File: src/rtl/lcd_byte_writer.sv
// -----------------------------------------------------------------------------
// lcd_byte_writer
//
// Sends one byte to a character LCD over its 4-bit write-only interface. The
// upper nibble goes first, then the lower nibble. Each nibble gets a setup
// period, an LCD_E strobe and a one-cycle hold. A fixed gap separates the two
// nibbles, and the byte ends with a settle wait: short for ordinary commands
// and data, long for clear/home.
//
// Ports
//   Clock                   system clock, rising-edge active
//   Reset                   asynchronous active-low reset
//   iWrite                  byte-transfer request, taken only while oReady=1
//   iRegisterSelect         0 = command register, 1 = data register
//   iData[7:0]              byte to send
//   iLongWait               use LONG_WAIT_CYCLES for this byte's settle wait
//   oReady                  high while a request can be accepted (IDLE)
//   oDone                   one-cycle pulse once the byte and its wait are over
//   oLCD_Enabled            LCD_E strobe
//   oLCD_RegisterSelect     LCD_RS
//   oLCD_Data[3:0]          SF_D<11:8>
//   oLCD_ReadWrite          LCD_RW, tied to write
//   oLCD_StrataFlashControl keeps the shared StrataFlash disabled
// -----------------------------------------------------------------------------
module lcd_byte_writer #(
  parameter int SETUP_CYCLES      = 2,
  parameter int ENABLE_CYCLES     = 12,
  parameter int NIBBLE_GAP_CYCLES = 50,
  parameter int CMD_WAIT_CYCLES   = 2000,
  parameter int LONG_WAIT_CYCLES  = 82000
) (
  input  logic       Clock,
  input  logic       Reset,
  input  logic       iWrite,
  input  logic       iRegisterSelect,
  input  logic [7:0] iData,
  input  logic       iLongWait,
  output logic       oReady,
  output logic       oDone,
  output logic       oLCD_Enabled,
  output logic       oLCD_RegisterSelect,
  output logic [3:0] oLCD_Data,
  output logic       oLCD_ReadWrite,
  output logic       oLCD_StrataFlashControl
);

  typedef enum logic [3:0] {
    IDLE     = 4'd0,
    SETUP_HI = 4'd1,
    PULSE_HI = 4'd2,
    HOLD_HI  = 4'd3,
    GAP      = 4'd4,
    SETUP_LO = 4'd5,
    PULSE_LO = 4'd6,
    HOLD_LO  = 4'd7,
    WAIT     = 4'd8
  } state_t;

  // A timed state ends when the counter reaches these values, so each state
  // lasts exactly its cycle count.
  localparam logic [31:0] SETUP_LAST  = 32'(SETUP_CYCLES - 1);
  localparam logic [31:0] ENABLE_LAST = 32'(ENABLE_CYCLES - 1);
  localparam logic [31:0] GAP_LAST    = 32'(NIBBLE_GAP_CYCLES - 1);
  localparam logic [31:0] CMD_LAST    = 32'(CMD_WAIT_CYCLES - 1);
  localparam logic [31:0] LONG_LAST   = 32'(LONG_WAIT_CYCLES - 1);

  state_t      state;
  state_t      nextState;
  logic [31:0] count;
  logic [31:0] nextCount;
  logic [31:0] stateLast;
  logic        timeUp;
  logic        accept;

  logic [7:0]  capturedData;
  logic        capturedRs;
  logic        capturedLong;
  logic [7:0]  nextCapturedData;
  logic        nextCapturedRs;
  logic        nextCapturedLong;

  logic        nextReady;
  logic        nextDone;
  logic        nextEnable;
  logic        nextRs;
  logic [3:0]  nextData;

  // The LCD is only ever written, and the StrataFlash on the shared bus stays off.
  assign oLCD_ReadWrite          = 1'b0;
  assign oLCD_StrataFlashControl = 1'b1;

  // oReady is registered as (state == IDLE), so it also serves as the accept qualifier.
  assign accept = iWrite & oReady;
  assign timeUp = (count == stateLast);

  // Final counter value of the current state.
  always_comb begin
    stateLast = 32'd0;
    case (state)
      SETUP_HI, SETUP_LO: stateLast = SETUP_LAST;
      PULSE_HI, PULSE_LO: stateLast = ENABLE_LAST;
      HOLD_HI, HOLD_LO:   stateLast = 32'd0;
      GAP:                stateLast = GAP_LAST;
      WAIT:               stateLast = capturedLong ? LONG_LAST : CMD_LAST;
      default:            stateLast = 32'd0;
    endcase
  end

  // Next-state logic for the nibble sequencer.
  always_comb begin
    nextState = state;
    case (state)
      IDLE: begin
        if (accept) nextState = SETUP_HI;
        else        nextState = IDLE;
      end
      SETUP_HI: begin
        if (timeUp) nextState = PULSE_HI;
        else        nextState = SETUP_HI;
      end
      PULSE_HI: begin
        if (timeUp) nextState = HOLD_HI;
        else        nextState = PULSE_HI;
      end
      HOLD_HI: begin
        if (timeUp) nextState = GAP;
        else        nextState = HOLD_HI;
      end
      GAP: begin
        if (timeUp) nextState = SETUP_LO;
        else        nextState = GAP;
      end
      SETUP_LO: begin
        if (timeUp) nextState = PULSE_LO;
        else        nextState = SETUP_LO;
      end
      PULSE_LO: begin
        if (timeUp) nextState = HOLD_LO;
        else        nextState = PULSE_LO;
      end
      HOLD_LO: begin
        if (timeUp) nextState = WAIT;
        else        nextState = HOLD_LO;
      end
      WAIT: begin
        if (timeUp) nextState = IDLE;
        else        nextState = WAIT;
      end
      default: nextState = IDLE;
    endcase
  end

  // Cycle counter: restarts at every state change and stays at zero in IDLE.
  always_comb begin
    nextCount = 32'd0;
    if (nextState != state) begin
      nextCount = 32'd0;
    end else if (state == IDLE) begin
      nextCount = 32'd0;
    end else begin
      nextCount = count + 32'd1;
    end
  end

  // Capture the request on the accept edge. Later input changes are ignored.
  always_comb begin
    nextCapturedData = capturedData;
    nextCapturedRs   = capturedRs;
    nextCapturedLong = capturedLong;
    if (accept) begin
      nextCapturedData = iData;
      nextCapturedRs   = iRegisterSelect;
      nextCapturedLong = iLongWait;
    end else begin
      nextCapturedData = capturedData;
      nextCapturedRs   = capturedRs;
      nextCapturedLong = capturedLong;
    end
  end

  // Output values for the state being entered. They are decoded from the
  // next state and next capture, so the registered pins line up with the
  // state register and the accept edge already shows the upper nibble.
  always_comb begin
    nextReady  = 1'b0;
    nextDone   = 1'b0;
    nextEnable = 1'b0;
    nextRs     = 1'b0;
    nextData   = 4'h0;
    case (nextState)
      IDLE: begin
        nextReady = 1'b1;
        nextDone  = (state == WAIT) ? 1'b1 : 1'b0;
      end
      SETUP_HI, HOLD_HI, GAP: begin
        nextRs   = nextCapturedRs;
        nextData = nextCapturedData[7:4];
      end
      PULSE_HI: begin
        nextEnable = 1'b1;
        nextRs     = nextCapturedRs;
        nextData   = nextCapturedData[7:4];
      end
      // The bus keeps holding the lower nibble during WAIT, so it does not toggle.
      SETUP_LO, HOLD_LO, WAIT: begin
        nextRs   = nextCapturedRs;
        nextData = nextCapturedData[3:0];
      end
      PULSE_LO: begin
        nextEnable = 1'b1;
        nextRs     = nextCapturedRs;
        nextData   = nextCapturedData[3:0];
      end
      default: begin
        nextReady = 1'b1;
      end
    endcase
  end

  // State, counter, capture and output registers.
  always_ff @(posedge Clock or negedge Reset) begin
    if (!Reset) begin
      state               <= IDLE;
      count               <= 32'd0;
      capturedData        <= 8'h00;
      capturedRs          <= 1'b0;
      capturedLong        <= 1'b0;
      oReady              <= 1'b1;
      oDone               <= 1'b0;
      oLCD_Enabled        <= 1'b0;
      oLCD_RegisterSelect <= 1'b0;
      oLCD_Data           <= 4'h0;
    end else begin
      state               <= nextState;
      count               <= nextCount;
      capturedData        <= nextCapturedData;
      capturedRs          <= nextCapturedRs;
      capturedLong        <= nextCapturedLong;
      oReady              <= nextReady;
      oDone               <= nextDone;
      oLCD_Enabled        <= nextEnable;
      oLCD_RegisterSelect <= nextRs;
      oLCD_Data           <= nextData;
    end
  end

endmodule

File: config.mk
export PLATFORM = sky130hd
export DESIGN_NAME = lcd_byte_writer
export DESIGN_NICKNAME = d
export VERILOG_FILES = /design/src/rtl/lcd_byte_writer.sv
export SDC_FILE = /design/constraint.sdc
export NUM_CORES = 1
export LEC_CHECK = 0
export CORE_MARGIN = 2
export CORE_UTILIZATION = 50
export CTS_CLUSTER_SIZE = 25
export DETAILED_ROUTE_END_ITERATION = 6
export PLACE_DENSITY = 0.71
export SLEW_MARGIN = 20
export SYNTH_ARGS = -nofsm -noshare
export SYNTH_HDL_FRONTEND = slang
export SYNTH_SLANG_ARGS = --single-unit
File: constraint.sdc
create_clock -name Clock -period 2.15 [get_ports Clock]
set_clock_uncertainty 0.1 [all_clocks]
set_input_delay 0.215 -clock Clock [delete_from_list [all_inputs] [get_ports Clock]]
set_output_delay 0.215 -clock Clock [all_outputs]
set_load 0.02 [all_outputs]
==> reports/results.ini <==
[status]
status = complete, but fails checks
violations = negative setup slack

[drt]
drtPass1Iterations = 4
drt_first_iter_violations = 113
viasPerCell = 5.29
wirelength_um = 6060
route.met2.wl_um = 3220
vias = 2233
final_antenna_net_count = 0
wl_met1_um = 2620
post_drt_wl_per_cell_um = 14.4
routed-wl-met3_um = 161
highest_layer = met4
drc = 0

[floorplan]
fp.dieW_um = 78.0
rows = 26
dieHeight_um = 78.0
initial_core_util = 0.527
dieArea_mm2 = 0.00609
core_mm2 = 0.00520
io_pins = 23

[setup_path]
crit_type = flip-flop to flip-flop
cp_data_required_time_ns = 2.29
critPathCaptureType = flip-flop
cp.arrival_ns = 2.43
startpoint_type = flip-flop
critPathMaxFanout = 7

[placement]
pre_cts_ws_ns = -0.236
gp_congestion = 0.815
dp.cells = 409
dpl.hpwl_um = 4370
io_buffers = 20

[clock_network]
clk_latency_ns = 0.30
clockRootBuffer = clkbuf_8
clkTransAtPathRegs_ns = 0.09
clkSinkCount = 54
cts_tree = yes
cts_buffers = 5
htree_levels = 2
cts.path.max_buffers = 2

[synth]
synth_nets = 288
synthCells = 274
syn_area_per_cell_um2 = 10.0
ys_warn_count = 0
ys_seq_elements = 54
synth_ff_type = dfrtp_1
netlist.area_leader.share = 0.484
ys_types = 45
ys_seq_area_frac = 0.493
synth_edf_count = 0
yosys-top-cells-area = dfrtp_1 48%, nor2_1 6.7%, xor2_1 6.4%
synth_area_mm2 = 0.00274
synth_top_area_cell = dfrtp_1
async_reset_ff_frac = 1.00

[pwr]
power.leakage_nw = 1.80
peakVddDrop_mv = 0.374
powerDensity_mw_per_mm2 = 468

[hold_path]
hold_class = flip-flop to flip-flop

[timing]
min_period_ns = 2.30
min_period_over_period = 1.07
max_freq_ghz = 0.435
finalHoldViolations = 0
totalNegativeSetupSlack_ns = -2.39
worstMarginPinSlew_ns = 0.661
setup_ws_ns = -0.146
rsz0062_at_grt = true
setup_viol = 42
slew_headroom = 0.559
drv_slew = 0

[cells_and_area]
final_nets = 365
syn2layout_area_growth_pct = 33.8
final_layout_size_suffix_gt1_frac = 0.290
fillCellCount = 396
utilization = 0.705
antenna_cells = 0
stdcell_count = 422

[run]
drv_cap = 0

[grt]
grt_max_degree = 55
grt_pass1_vias = 2270
grt_first_pass_wirelength_um = 10200
grt_overflow = 0
antenna_found_initial = 0
grt_use_total = 0.216

cell usage after synthesis (all sizes together), types with 2 or more instances:
library cell	n
dfrtp	53
and4	2
xor2	20
nor2b	3
mux2	12
nor4b	2
a21oi	10
and3	7
a22oi	4
nand4	8
inv	4
or3	2
xnor2	11
nand3	14
o21ai	3
nor3	4
clkbuf	3
a211oi	5
a221oi	4
nand2	19
buf	9
and2	3
nor4	7
conb	2
or4	2
nor2	49
cells by family (layout without fill, tap and decap cells):
| logic type | Yosys count | in the layout | share of synthesized area |
|---|---|---|---|
| and+or+nand+nor | 127 | 127 | 0.238 |
| DFF | 54 | 54 | 0.493 |
| xor gates and xnor gates | 31 | 31 | 0.0990 |
| AOI/OAI and AO/OA | 30 | 30 | 0.0817 |
| buffers and inverters | 16 | 94 | 0.0274 |
| muxes | 13 | 13 | 0.0529 |
| other | 2 | 2 | 0.00274 |
| adders and majority gates | 1 | 1 | 0.00456 |
layout make-up:
cell class / instances / area (µm²) / share of cell area
sequential: 54 / 1350 / 0.369
multi-input combinational: 204 / 1400 / 0.383
tap: 70 / 87.6 / 0.0239
clock buffer: 5 / 68.8 / 0.0188
timing repair buffer: 82 / 699 / 0.191
clock inverter: 3 / 40.0 / 0.0109
inverter: 4 / 15.0 / 0.00409
state kept, by name, summed over array words and instances (netlist names):
name / count
oDone: 1
count: 32
capturedRs: 1
capturedLong: 1
state: 4
oLCD_Enabled: 1
oLCD_Data: 4
capturedData: 8
oReady: 1
oLCD_RegisterSelect: 1
cell usage in the layout, fill, tap and decap left out, types with 4 or more instances in the layout:
cell type | netlist | routed
a21oi_1 | 10 | 9
a221oi_1 | 4 | 4
a22oi_1 | 4 | 4
and3_1 | 7 | 7
buf_4 | 2 | 56
clkbuf_8 | 0 | 5
clkdlybuf4s50_1 | 0 | 19
dfrtp_1 | 53 | 53
inv_1 | 4 | 4
mux2_2 | 11 | 11
nand2_1 | 19 | 18
nand3_1 | 14 | 14
nand4_1 | 8 | 8
nor2_1 | 49 | 47
nor3_1 | 4 | 4
nor4_1 | 6 | 4
xnor2_1 | 11 | 11
xor2_1 | 20 | 20
final timing paths:
check,cells after the start,slack (ns),startpoint,endpoint
worst max register to register,7,-0.15,state[1],state[1]
worst min register to register,2,0.39,capturedRs,capturedRs
worst min-delay path,2,0.39,capturedRs,capturedRs
min in group asynchronous,3,0.45,Reset,oDone
worst max-delay path,7,-0.15,state[1],state[1]
max in group asynchronous,3,1.06,Reset,count[5]
worst max-delay path, stage by stage (launching register included):
cell and delay [ns]:
dfrtp_1 0.43, buf_6 0.15, or2_4 0.25, a311oi_2 0.28
xor2_1 0.25, nand4b_4 0.21, or4_4 0.48, o21ai_2 0.07
metal layers:
metal	GRT usage	up-vias
met1	0.256	1082
met2	0.396	35
li1	-	1109
met4	0.0702	0
met3	0.0379	7
met5	0	-
through the flow:
step	area, µm²	total power, W	hold WS (ns)
2_1_floorplan	2770	0.00104	-0.181
3_3_place_gp	3440	0.00108	0.279
3_5_place_dp	3440	0.00108	0.276
4_1_cts	3620	0.00175	0.389
5_1_grt	3670	0.00179	0.433
6_report	3670	0.00172	0.386
where the power goes:
part           internal (W)  switching (W)
logic             0.0000204      0.0000246
registers           0.00101              0
clock network      0.000343       0.000315
timing repair:
item                                    4_1_cts  5_1_grt
endpoints found under the setup margin       43       44
gates resized for setup                      10        8
cloned                                        0        0
hold buffers                                  1        0
endpoints found under the hold margin        53        0
pin swaps                                     7        4
buffers inserted                              2        2
No activity file was read; power rests on OpenSTA's default activity.
